==> config.mk <==
export PLATFORM = sky130hd
export DESIGN_NAME = uart_tx_fifo
export DESIGN_NICKNAME = d
export VERILOG_FILES = /design/src/rtl/uart_defs.sv /design/src/rtl/uart_fifo.sv /design/src/rtl/uart_tx_fifo.sv
export SDC_FILE = /design/constraint.sdc
export NUM_CORES = 1
export LEC_CHECK = 0
export CORE_ASPECT_RATIO = 1.1
export CORE_MARGIN = 1.5
export CORE_UTILIZATION = 40
export CTS_BUF_LIST = sky130_fd_sc_hd__clkbuf_4
export CTS_CLUSTER_SIZE = 24
export DETAILED_ROUTE_END_ITERATION = 10
export PLACE_DENSITY = 0.66
export SYNTH_ARGS = -nofsm -noshare
export SYNTH_HDL_FRONTEND = slang
export SYNTH_SLANG_ARGS = --single-unit
==> constraint.sdc <==
create_clock -name clk -period 2.9 [get_ports clk]
set_input_delay 0.435 -clock clk [delete_from_list [all_inputs] [get_ports clk]]
set_output_delay 0.435 -clock clk [all_outputs]
set_load 0.005 [all_outputs]
==> src/rtl/uart_defs.sv <==
// Shared UART definitions for the transmitter and receiver.
//   tx_state_t  : transmitter FSM state encoding
//   START_BIT   : line level of the start bit
//   STOP_BIT    : line level of the stop bit (also the idle level)
//   bit_cycles(): clock cycles per serial bit (integer division)
package uart_defs;

  typedef enum logic [1:0] {
    IDLE  = 2'd0,
    START = 2'd1,
    DATA  = 2'd2,
    STOP  = 2'd3
  } tx_state_t;

  localparam logic START_BIT = 1'b0;
  localparam logic STOP_BIT  = 1'b1;

  // Callers must keep the result >= 2 so each bit has a measurable width.
  function automatic int unsigned bit_cycles(input int unsigned clk_hz,
                                             input int unsigned sclk_hz);
    return clk_hz / sclk_hz;
  endfunction

endpackage

==> src/rtl/uart_fifo.sv <==
// Synchronous single-clock FIFO with registered status outputs.
//   clk, reset     : clock, asynchronous active-high reset
//   we, wdata      : push request and data (ignored while full)
//   re             : pop request (ignored while empty)
//   rdata          : entry at the read pointer (valid while not empty)
//   full, empty    : registered occupancy flags
//   count          : registered occupancy, 0 .. 2**DEPTH
//   overflow       : sticky, set by a push attempted while full
module uart_fifo #(
  parameter int WIDTH = 8,
  parameter int DEPTH = 4
) (
  input  logic             clk,
  input  logic             reset,
  input  logic             we,
  input  logic [WIDTH-1:0] wdata,
  input  logic             re,
  output logic [WIDTH-1:0] rdata,
  output logic             full,
  output logic             empty,
  output logic [DEPTH:0]   count,
  output logic             overflow
);

  localparam int ENTRIES = 1 << DEPTH;

  logic [WIDTH-1:0] mem [ENTRIES];
  logic [DEPTH-1:0] wr_ptr;
  logic [DEPTH-1:0] rd_ptr;
  logic [DEPTH:0]   count_next;
  logic             push;
  logic             pop;

  // Flags are evaluated before the edge, so a push while full is rejected
  // even when a pop happens on the same edge.
  assign push  = we & ~full;
  assign pop   = re & ~empty;
  assign rdata = mem[rd_ptr];

  always_comb begin
    // NOTE: default assignment first so every path drives count_next and no latch is inferred.
    count_next = count;
    case ({push, pop})
      2'b10:   count_next = count + (DEPTH+1)'(1);
      2'b01:   count_next = count - (DEPTH+1)'(1);
      default: count_next = count;
    endcase
  end

  // NOTE: storage has no reset; resetting the pointers is enough to discard its contents.
  always_ff @(posedge clk) begin
    if (push) mem[wr_ptr] <= wdata;
  end

  // NOTE: sequential state uses non-blocking assignments so all registers update together.
  always_ff @(posedge clk or posedge reset) begin
    if (reset) begin
      wr_ptr   <= '0;
      rd_ptr   <= '0;
      count    <= '0;
      full     <= 1'b0;
      empty    <= 1'b1;
      overflow <= 1'b0;
    end else begin
      if (push) wr_ptr <= wr_ptr + DEPTH'(1);
      if (pop)  rd_ptr <= rd_ptr + DEPTH'(1);
      count    <= count_next;
      full     <= (count_next == (DEPTH+1)'(ENTRIES));
      empty    <= (count_next == '0);
      overflow <= overflow | (we & full);
    end
  end

endmodule

==> src/rtl/uart_tx_fifo.sv <==
// Byte-buffered 8N1 UART transmitter.
//   clk, reset : clock, asynchronous active-high reset
//   we, data_in: enqueue data_in when we=1 and full=0
//   full, empty, count, overflow : FIFO status (registered, overflow sticky)
//   busy       : a frame is being shifted out
//   txd        : serial line, idle high
// The FSM pops the next byte from IDLE, or straight out of the last stop-bit
// cycle, so queued frames follow each other with no idle gap.
module uart_tx_fifo
  import uart_defs::*;
#(
  parameter int unsigned CLK_HZ  = 50000000,
  parameter int unsigned SCLK_HZ = 115200,
  parameter int          WIDTH   = 8,
  parameter int          DEPTH   = 4
) (
  input  logic             clk,
  input  logic             reset,
  input  logic             we,
  input  logic [WIDTH-1:0] data_in,
  output logic             full,
  output logic             empty,
  output logic [DEPTH:0]   count,
  output logic             overflow,
  output logic             busy,
  output logic             txd
);

  localparam int unsigned BIT_CYCLES = bit_cycles(CLK_HZ, SCLK_HZ);
  localparam int          CW         = $clog2(BIT_CYCLES);
  localparam int          BW         = $clog2(WIDTH + 1);

  tx_state_t        state;
  logic [CW-1:0]    cyc_cnt;
  logic [BW-1:0]    bit_cnt;
  logic [WIDTH-1:0] shift;
  logic [WIDTH-1:0] rd_data;
  logic             bit_done;
  logic             pop;

  assign bit_done = (cyc_cnt == CW'(BIT_CYCLES - 1));
  assign pop      = ~empty & ((state == IDLE) | ((state == STOP) & bit_done));

  uart_fifo #(
    .WIDTH (WIDTH),
    .DEPTH (DEPTH)
  ) u_fifo (
    .clk      (clk),
    .reset    (reset),
    .we       (we),
    .wdata    (data_in),
    .re       (pop),
    .rdata    (rd_data),
    .full     (full),
    .empty    (empty),
    .count    (count),
    .overflow (overflow)
  );

  always_ff @(posedge clk or posedge reset) begin
    if (reset) begin
      state   <= IDLE;
      txd     <= STOP_BIT;
      busy    <= 1'b0;
      shift   <= '0;
      cyc_cnt <= '0;
      bit_cnt <= '0;
    end else begin
      case (state)
        IDLE: begin
          if (pop) begin
            shift   <= rd_data;
            txd     <= START_BIT;
            busy    <= 1'b1;
            cyc_cnt <= '0;
            state   <= START;
          end
        end
        START: begin
          if (bit_done) begin
            txd     <= shift[0];
            shift   <= shift >> 1;
            bit_cnt <= '0;
            cyc_cnt <= '0;
            state   <= DATA;
          end else begin
            cyc_cnt <= cyc_cnt + CW'(1);
          end
        end
        DATA: begin
          if (bit_done) begin
            cyc_cnt <= '0;
            if (bit_cnt == BW'(WIDTH - 1)) begin
              txd   <= STOP_BIT;
              state <= STOP;
            end else begin
              txd     <= shift[0];
              shift   <= shift >> 1;
              bit_cnt <= bit_cnt + BW'(1);
            end
          end else begin
            cyc_cnt <= cyc_cnt + CW'(1);
          end
        end
        STOP: begin
          if (bit_done) begin
            cyc_cnt <= '0;
            if (pop) begin
              shift <= rd_data;
              txd   <= START_BIT;
              state <= START;
            end else begin
              busy  <= 1'b0;
              state <= IDLE;
            end
          end else begin
            cyc_cnt <= cyc_cnt + CW'(1);
          end
        end
        default: begin
          txd   <= STOP_BIT;
          busy  <= 1'b0;
          state <= IDLE;
        end
      endcase
    end
  end

endmodule

# Word-level counts from Yosys, hierarchy flattened
# Memories as Yosys holds them, arrays and structs flattened.
# Cells that the tools add are included.
[word_totals]
reg_bits = 41
memories = 1
mem_bits_rw = 128
word_cells = 86
output_inout_bits = 10
inputBits = 11
[mem_list]
columns = ["name", "words", "width", "read_ports", "rd_ports_with_merged_regs", "wr", "line", "rtl"]
rows = [
  ["u_fifo.mem", 16, 8, 1, 0, 1, "uart_fifo.sv:27", "logic [WIDTH-1:0] mem [ENTRIES];"],
]
[op_classes]
bitwise = 9
n_mux = 33
addsub = 6
n_eq_ne = 15
n_reduce_logical = 10
[op_table]
columns = ["op", "count"]
rows = [
  ["2-to-1 mux 8 bit", 5],
  ["case mux 8 bit (4 select lines)", 1],
  ["2-to-1 mux 9 bit", 2],
  ["case mux 9 bit (2 select lines)", 1],
  ["adder 4 x 1 -> 4 bit, second input constant", 3],
  ["2-to-1 mux 4 bit", 3],
  ["!= test 2 bit, second input constant", 6],
  ["AND reduction 4 bit", 3],
  ["2-to-1 mux 1 bit", 11],
  ["2-to-1 mux 2 bit", 5],
  ["case mux 5 bit (2 select lines)", 1],
  ["adder 9 x 1 -> 9 bit, second input constant", 1],
  ["== test 9 bit, second input constant", 1],
  ["case mux 2 bit (4 select lines)", 1],
  ["case mux 4 bit (2 select lines)", 1],
  ["== test 2 bit, second input constant", 3],
  ["adder 5 x 1 -> 5 bit, second input constant", 1],
  ["bitwise AND 1 bit", 5],
  ["== test 5 bit, second input constant", 1],
  ["zero test 5 bit", 1],
  ["AND reduction 5 bit", 1],
  ["subtractor 5 x 1 -> 5 bit, second input constant", 1],
  ["== test 2 x 1 -> 1 bit, second input constant", 2],
  ["== test 4 x 3 -> 1 bit, second input constant", 1],
  ["9 further kinds", 12],
]

# Logic depth before layout (Yosys ltp)
[depth]
word_depth = 8
depth_mapped = 12
depth_no_buf = 12

# Modules after synthesis
# A second synthesis with hierarchy kept.
[hier_totals]
cells_unflattened = 460
area_unflattened_um2 = 7587.3
[by_module_without_submodules]
columns = ["mod", "cells_per_inst", "seq_area_each_um2", "area_per_inst_um2", "instances"]
rows = [
  ["uart_fifo", 288, 4245.3, 5846.9, 1],
  ["uart_tx_fifo", 172, 626.9, 1740.4, 1],
]

# Least setup slack after synthesis
# Ideal clock, no wire load.
[synth_timing]
path_type = "reg2reg"
startpoint = "reg cyc_cnt[1]"
endpoint = "reg u_fifo.empty"
required_ns = 2.822
setup_slack_ns = 0.151
n_path_buf = 0
period_less_slack_ns = 2.749
setup_time_ns = 0.078
t_arrival_ns = 2.671
path_stages_with_launch = 13
path_cell_list = "dfrtp_1 -> inv_1 -> ha_1 -> nand4b_1 -> nor3_1 -> o21a_1 -> ha_1 -> ha_1 -> a21o_1 -> a21oi_1 -> xor2_1 -> or3_1 -> and3b_1"
[synth_between]
elab_chain_cells = 8
elab_cells_between_ends = 9
classes_between = "eq/ne (3); mux (1); bitwise (4); reduce/logical (1)"
[synth_lines]
columns = ["element", "line", "rtl"]
rows = [
  ["from (decl)", "uart_tx_fifo.sv:34", "logic [CW-1:0] cyc_cnt;"],
  ["from (signal assigned)", "uart_tx_fifo.sv:87", "cyc_cnt <= cyc_cnt + CW'(1);"],
  ["from (signal assigned)", "uart_tx_fifo.sv:102", "cyc_cnt <= cyc_cnt + CW'(1);"],
  ["from (signal assigned)", "uart_tx_fifo.sv:117", "cyc_cnt <= cyc_cnt + CW'(1);"],
  ["== test 9 bit *", "uart_tx_fifo.sv:41", "assign bit_done = (cyc_cnt == CW'(BIT_CYCLES - 1));"],
  ["bitwise AND 1 bit *", "uart_tx_fifo.sv:42", "assign pop = ~empty & ((state == IDLE) | ((state == STOP) & bit_done));"],
  ["bitwise OR 1 bit *", "uart_tx_fifo.sv:42", ""],
  ["bitwise AND 1 bit *", "uart_tx_fifo.sv:42", ""],
  ["bitwise AND 1 bit *", "uart_fifo.sv:37", "assign pop = re & ~empty;"],
  ["via u_fifo.pop", "uart_fifo.sv:32", "logic pop;"],
  ["== test 2 x 1 -> 1 bit or == test 2 bit (tied branches)", "uart_fifo.sv:43", "case ({push, pop})"],
  ["case mux 5 bit (2 select lines) *", "uart_fifo.sv:43", ""],
  ["zero test 5 bit *", "uart_fifo.sv:69", "empty <= (count_next == '0);"],
  ["to (signal assigned)", "uart_fifo.sv:69", ""],
  ["to (decl)", "uart_fifo.sv:20", "output logic empty,"],
]
# The timed path passes the listed nets; every way through them passes the cells marked *.
# A chain may end at the register's enable or synchronous reset.

# Final worst setup path
[layout_timing]
startpoint = "reg state[0]"
endpoint = "reg u_fifo.empty"
[layout_between]
elab_chain_cells = 8
elab_cells_between_ends = 10
classes_between = "eq/ne (3); mux (1); bitwise (4); reduce/logical (2)"
[layout_lines]
columns = ["element", "line", "rtl"]
rows = [
  ["from (decl)", "uart_tx_fifo.sv:33", "tx_state_t state;"],
  ["from (signal assigned)", "uart_tx_fifo.sv:62", "state <= IDLE;"],
  ["from (signal assigned)", "uart_tx_fifo.sv:76", "state <= START;"],
  ["from (signal assigned)", "uart_tx_fifo.sv:85", "state <= DATA;"],
  ["== test 2 bit", "uart_tx_fifo.sv:42", ""],
  ["bitwise AND 1 bit", "uart_tx_fifo.sv:42", ""],
  ["bitwise OR 1 bit *", "uart_tx_fifo.sv:42", ""],
  ["bitwise AND 1 bit *", "uart_tx_fifo.sv:42", ""],
  ["bitwise AND 1 bit *", "uart_fifo.sv:37", ""],
  ["via u_fifo.pop", "uart_fifo.sv:32", ""],
  ["== test 2 x 1 -> 1 bit or == test 2 bit (tied branches)", "uart_fifo.sv:43", ""],
  ["case mux 5 bit (2 select lines) *", "uart_fifo.sv:43", ""],
  ["zero test 5 bit *", "uart_fifo.sv:69", ""],
]
# Marked as above.

==> flow_summary_export.csv <==
group,metric,value,unit
synthesis,synth_area_leader_cell,"edfxtp_1",
cells_and_area,fill_cells,1519,
cells_and_area,syn2layout_area_growth,11.8,%
critical_path,crit_family,"adder cells",
synthesis,synth_edf_count,128,
critical_path,crit_type,"reg2reg",
synthesis,synth_compound_area_share,7.91,%
critical_path,critPathMaxStageDelay,0.40,ns
placement,io_buffers,20,
hold_path,min_path_type,"in2async",
clock_network,clkLatencyLatePin,0.59,ns
critical_path,endpoint_kind,"register",
detailed_routing,via_per_inst,5.35,
critical_path,worst-endpoint-required,3.43,ns
timing,worstMarginPinSlew,0.675,ns
timing,relSlewSlack,54.8,%
power_and_ir_drop,switchingPower,0.00149,W
clock_network,cts_hold_buf,0,
grt,grtUsageTotal,15.8,%
synthesis,synth_ff_type,"edfxtp_1",
synthesis,avgSynthCellArea,16.0,um2
detailed_routing,routed_wl,14.2,mm
clock_network,cts_inserted_buffers,17,
critical_path,reg2reg_slack,0.24,ns
clock_network,root_buffer,"clkbuf_4",
die,std_cell_rows,51,
detailed_routing,dr.pass1.iters,5,
clock_network,htreeDepth,4,
critical_path,critPathLaunchType,"register",
die,die_area,19000,um2
synthesis,yosysTopAreaCellShare,52.7,%
clock_network,clk_pin_slew,0.16,ns
detailed_routing,wire_per_inst,18.9,um
die,io_pins,21,
power_and_ir_drop,pwr-share-comb,13.5,%
grt,overflow,0,
critical_path,crit_arrival,3.20,ns
detailed_routing,drc_errors,0,
grt,antenna_found_initial,1,
placement,place_ws,-0.00189,ns
die,die_height,145,um
timing,finalWorstSetupSlack,0.237,ns
die,core_area,17800,um2
power_and_ir_drop,pwr-share-clk,27.5,%
die,die_x,132,um
detailed_routing,ant_nets,0,
synthesis,yosys.area_share.adder,3.19,%
placement,hpwl,9.53,mm
synthesis,yosysUniqueCellTypes,55,
detailed_routing,drt_iter0_drc,272,
status,status,"finished clean",
grt,grt_max_degree,29,
synthesis,synth_top_family_by_area,"multiplexers",
synthesis,ys_top_cells_by_count,"128 x edfxtp_1, 39 x dfrtp_1, 27 x mux2i_1",
critical_path,crit_fanout,5,
run,maxCapViolations,0,
synthesis,synth_area,7290,um2
synthesis,synth_area_leaders,"edfxtp_1 53%, dfrtp_1 13%, mux2i_1 3.7%",
critical_path,crit_chain,"buf_4 > inv_1 > ha_1 > o21a_1 > ha_4 > fa_1 > a21o_1 > a21oi_1 > xor2_1 > or3_1 > and3b_1",
synthesis,synthesis.nets,484,
synthesis,yosys_warnings,0,
power_and_ir_drop,pwr-share-seq,58.9,%
synthesis,seq_area_frac_synth,66.8,%
clock_network,ctsLongestPathBuffers,2,
synthesis,synthCells,455,
synthesis,synthSimpleGateAreaFrac,6.52,%
synthesis,synth.area.mux_share,11.0,%
cells_and_area,post-route-util,45.8,%
power_and_ir_drop,p_sw_share,29.3,%
synthesis,async_flop_share,24.3,%
die,start_util,40.9,%
timing,finalCritPeriodShare,91.8,%
cells_and_area,nets,529,
timing,skew,0.0301,ns
timing,slew_violations,0,
power_and_ir_drop,powerDensity,625,nW/um2
critical_path,cp_slowest_cell,"fa_1",
grt,grt_pass1_vias,3980,
synthesis,synth.most_common_cell,"edfxtp_1",
timing,setup_viol,0,
power_and_ir_drop,p_int,0.00360,W
timing,period_minus_slack,2.66,ns
clock_network,cts_tree,"done",
timing,final_hold_viol_count,0,
timing,rsz0062_at_grt,"false",
synthesis,synthXorXnorAreaFrac,1.80,%
cells_and_area,drive_gt1_share,15.4,%
placement,gp_congestion,0.808,
synthesis,yosys_register_bits,169,
clock_network,clock-sinks,169,
power_and_ir_drop,p_leak,3.10,nW
grt,grt_pass1_wl,22.4,mm
power_and_ir_drop,vdd_ir_drop_max,0.338,mV
detailed_routing,via_count,4021,
critical_path,cp.buffers_inverters,2,
timing,max_freq,375,MHz
-- registers in the layout, summed over array words and instances, names as in the netlist, 2 cells and up --
| name | count |
|---|---|
| state | 2 |
| u_fifo.count | 5 |
| u_fifo.wr_ptr | 4 |
| u_fifo.mem | 128 |
| bit_cnt | 4 |
| shift | 8 |
| u_fifo.rd_ptr | 4 |
| cyc_cnt | 9 |
-- cell families after synthesis --
logic type,count (synthesis)
flops,169
simple gates,89
compound gates,83
buf+inv,30
fa+ha+maj,18
xor+xnor,15
mux,51
-- worst reg2reg max path: stages, from the launching register on --
cell and delay [ns]:
dfrtp_1 0.39, buf_4 0.13, inv_1 0.07, ha_1 0.22, o21a_1 0.24, ha_4 0.20, fa_1 0.40, a21o_1 0.19
a21oi_1 0.17, xor2_1 0.09, or3_1 0.34, and3b_1 0.18
-- metal layers --
metal / wire, um / share of wire, % / up-vias / GRT usage, %
li1: - / - / 1862 / -
met1: 6040 / 42 / 2044 / 19.4
met2: 7420 / 52 / 98 / 27.8
met3: 533 / 3.7 / 17 / 3.01
met4: 237 / 1.7 / 0 / 6.37
met5: 0 / 0 / - / 0
-- cells in the final DEF, fill, tap and decap left out, types with 4 or more instances in the layout --
master / n
edfxtp_1: 128
dfrtp_1: 38
mux2i_1: 27
buf_4: 23
nand2_1: 20
clkdlybuf4s50_1: 20
and2_1: 19
nor2_1: 17
clkbuf_4: 17
o21ai_0: 16
ha_1: 16
inv_1: 12
o21ai_1: 12
mux4_2: 11
a21oi_1: 11
a221oi_1: 9
a21o_1: 9
mux4_1: 9
xnor2_1: 8
xor2_1: 7
nor2b_1: 6
clkinv_8: 6
a311oi_1: 5
mux2_2: 4
nor3b_1: 4
nand3_1: 4
inv_6: 4
-- per-stage QoR --
step / hold WS (ns) / total power (W) / cell area, um2 / std cells / setup TNS [ns]
6_report: 0.110 / 0.00509 / 8150 / 752 / 0
5_1_grt: 0.111 / 0.00530 / 8150 / 752 / 0
4_1_cts: 0.0900 / 0.00513 / 8120 / 750 / 0
3_5_place_dp: 0.452 / 0.00375 / 7800 / 718 / -0.00260
3_3_place_gp: 0.441 / 0.00371 / 7800 / 718 / 0
2_1_floorplan: 0.444 / 0.00341 / 7290 / 455 / 0
-- final timing paths --
path | start | endpoint | cells past startpoint
worst max register to register | state[0] | u_fifo.empty | 11
max in group asynchronous | reset | u_fifo.empty | 3
worst min register to register | u_fifo.overflow | u_fifo.overflow | 1
min in group clk | we | u_fifo.overflow | 2
worst max-delay path | state[0] | u_fifo.empty | 11
worst min-delay path | reset | cyc_cnt[2] | 2
-- cell type report --
type / count / area (um2) / share of cell area [%]
flip-flops and latches: 169 / 4870 / 59.8
multi-input cells: 256 / 2230 / 27.4
repair buffers: 43 / 373 / 4.58
well taps: 238 / 298 / 3.65
clock inverters: 15 / 191 / 2.35
clock buffers: 17 / 128 / 1.57
inverters: 13 / 48.8 / 0.599
diodes: 1 / 2.50 / 0.0307
-- timing repair --
action	in CTS	in global routing
setup buffers	0	1
endpoints found under the setup margin	0	3
resized for setup	0	3
endpoints found under the hold margin	0	0
-- power groups by stage --
stage / combinational, W / sequential, W / clock [W]
final: 0.000689 / 0.00300 / 0.00140
after detailed placement: 0.000698 / 0.00305 / 0
after CTS: 0.000700 / 0.00300 / 0.00143
after global placement: 0.000672 / 0.00304 / 0
after floorplan: 0.000387 / 0.00302 / 0
after global routing: 0.000757 / 0.00303 / 0.00152
Note: power is estimated with default switching activity, not from simulation.
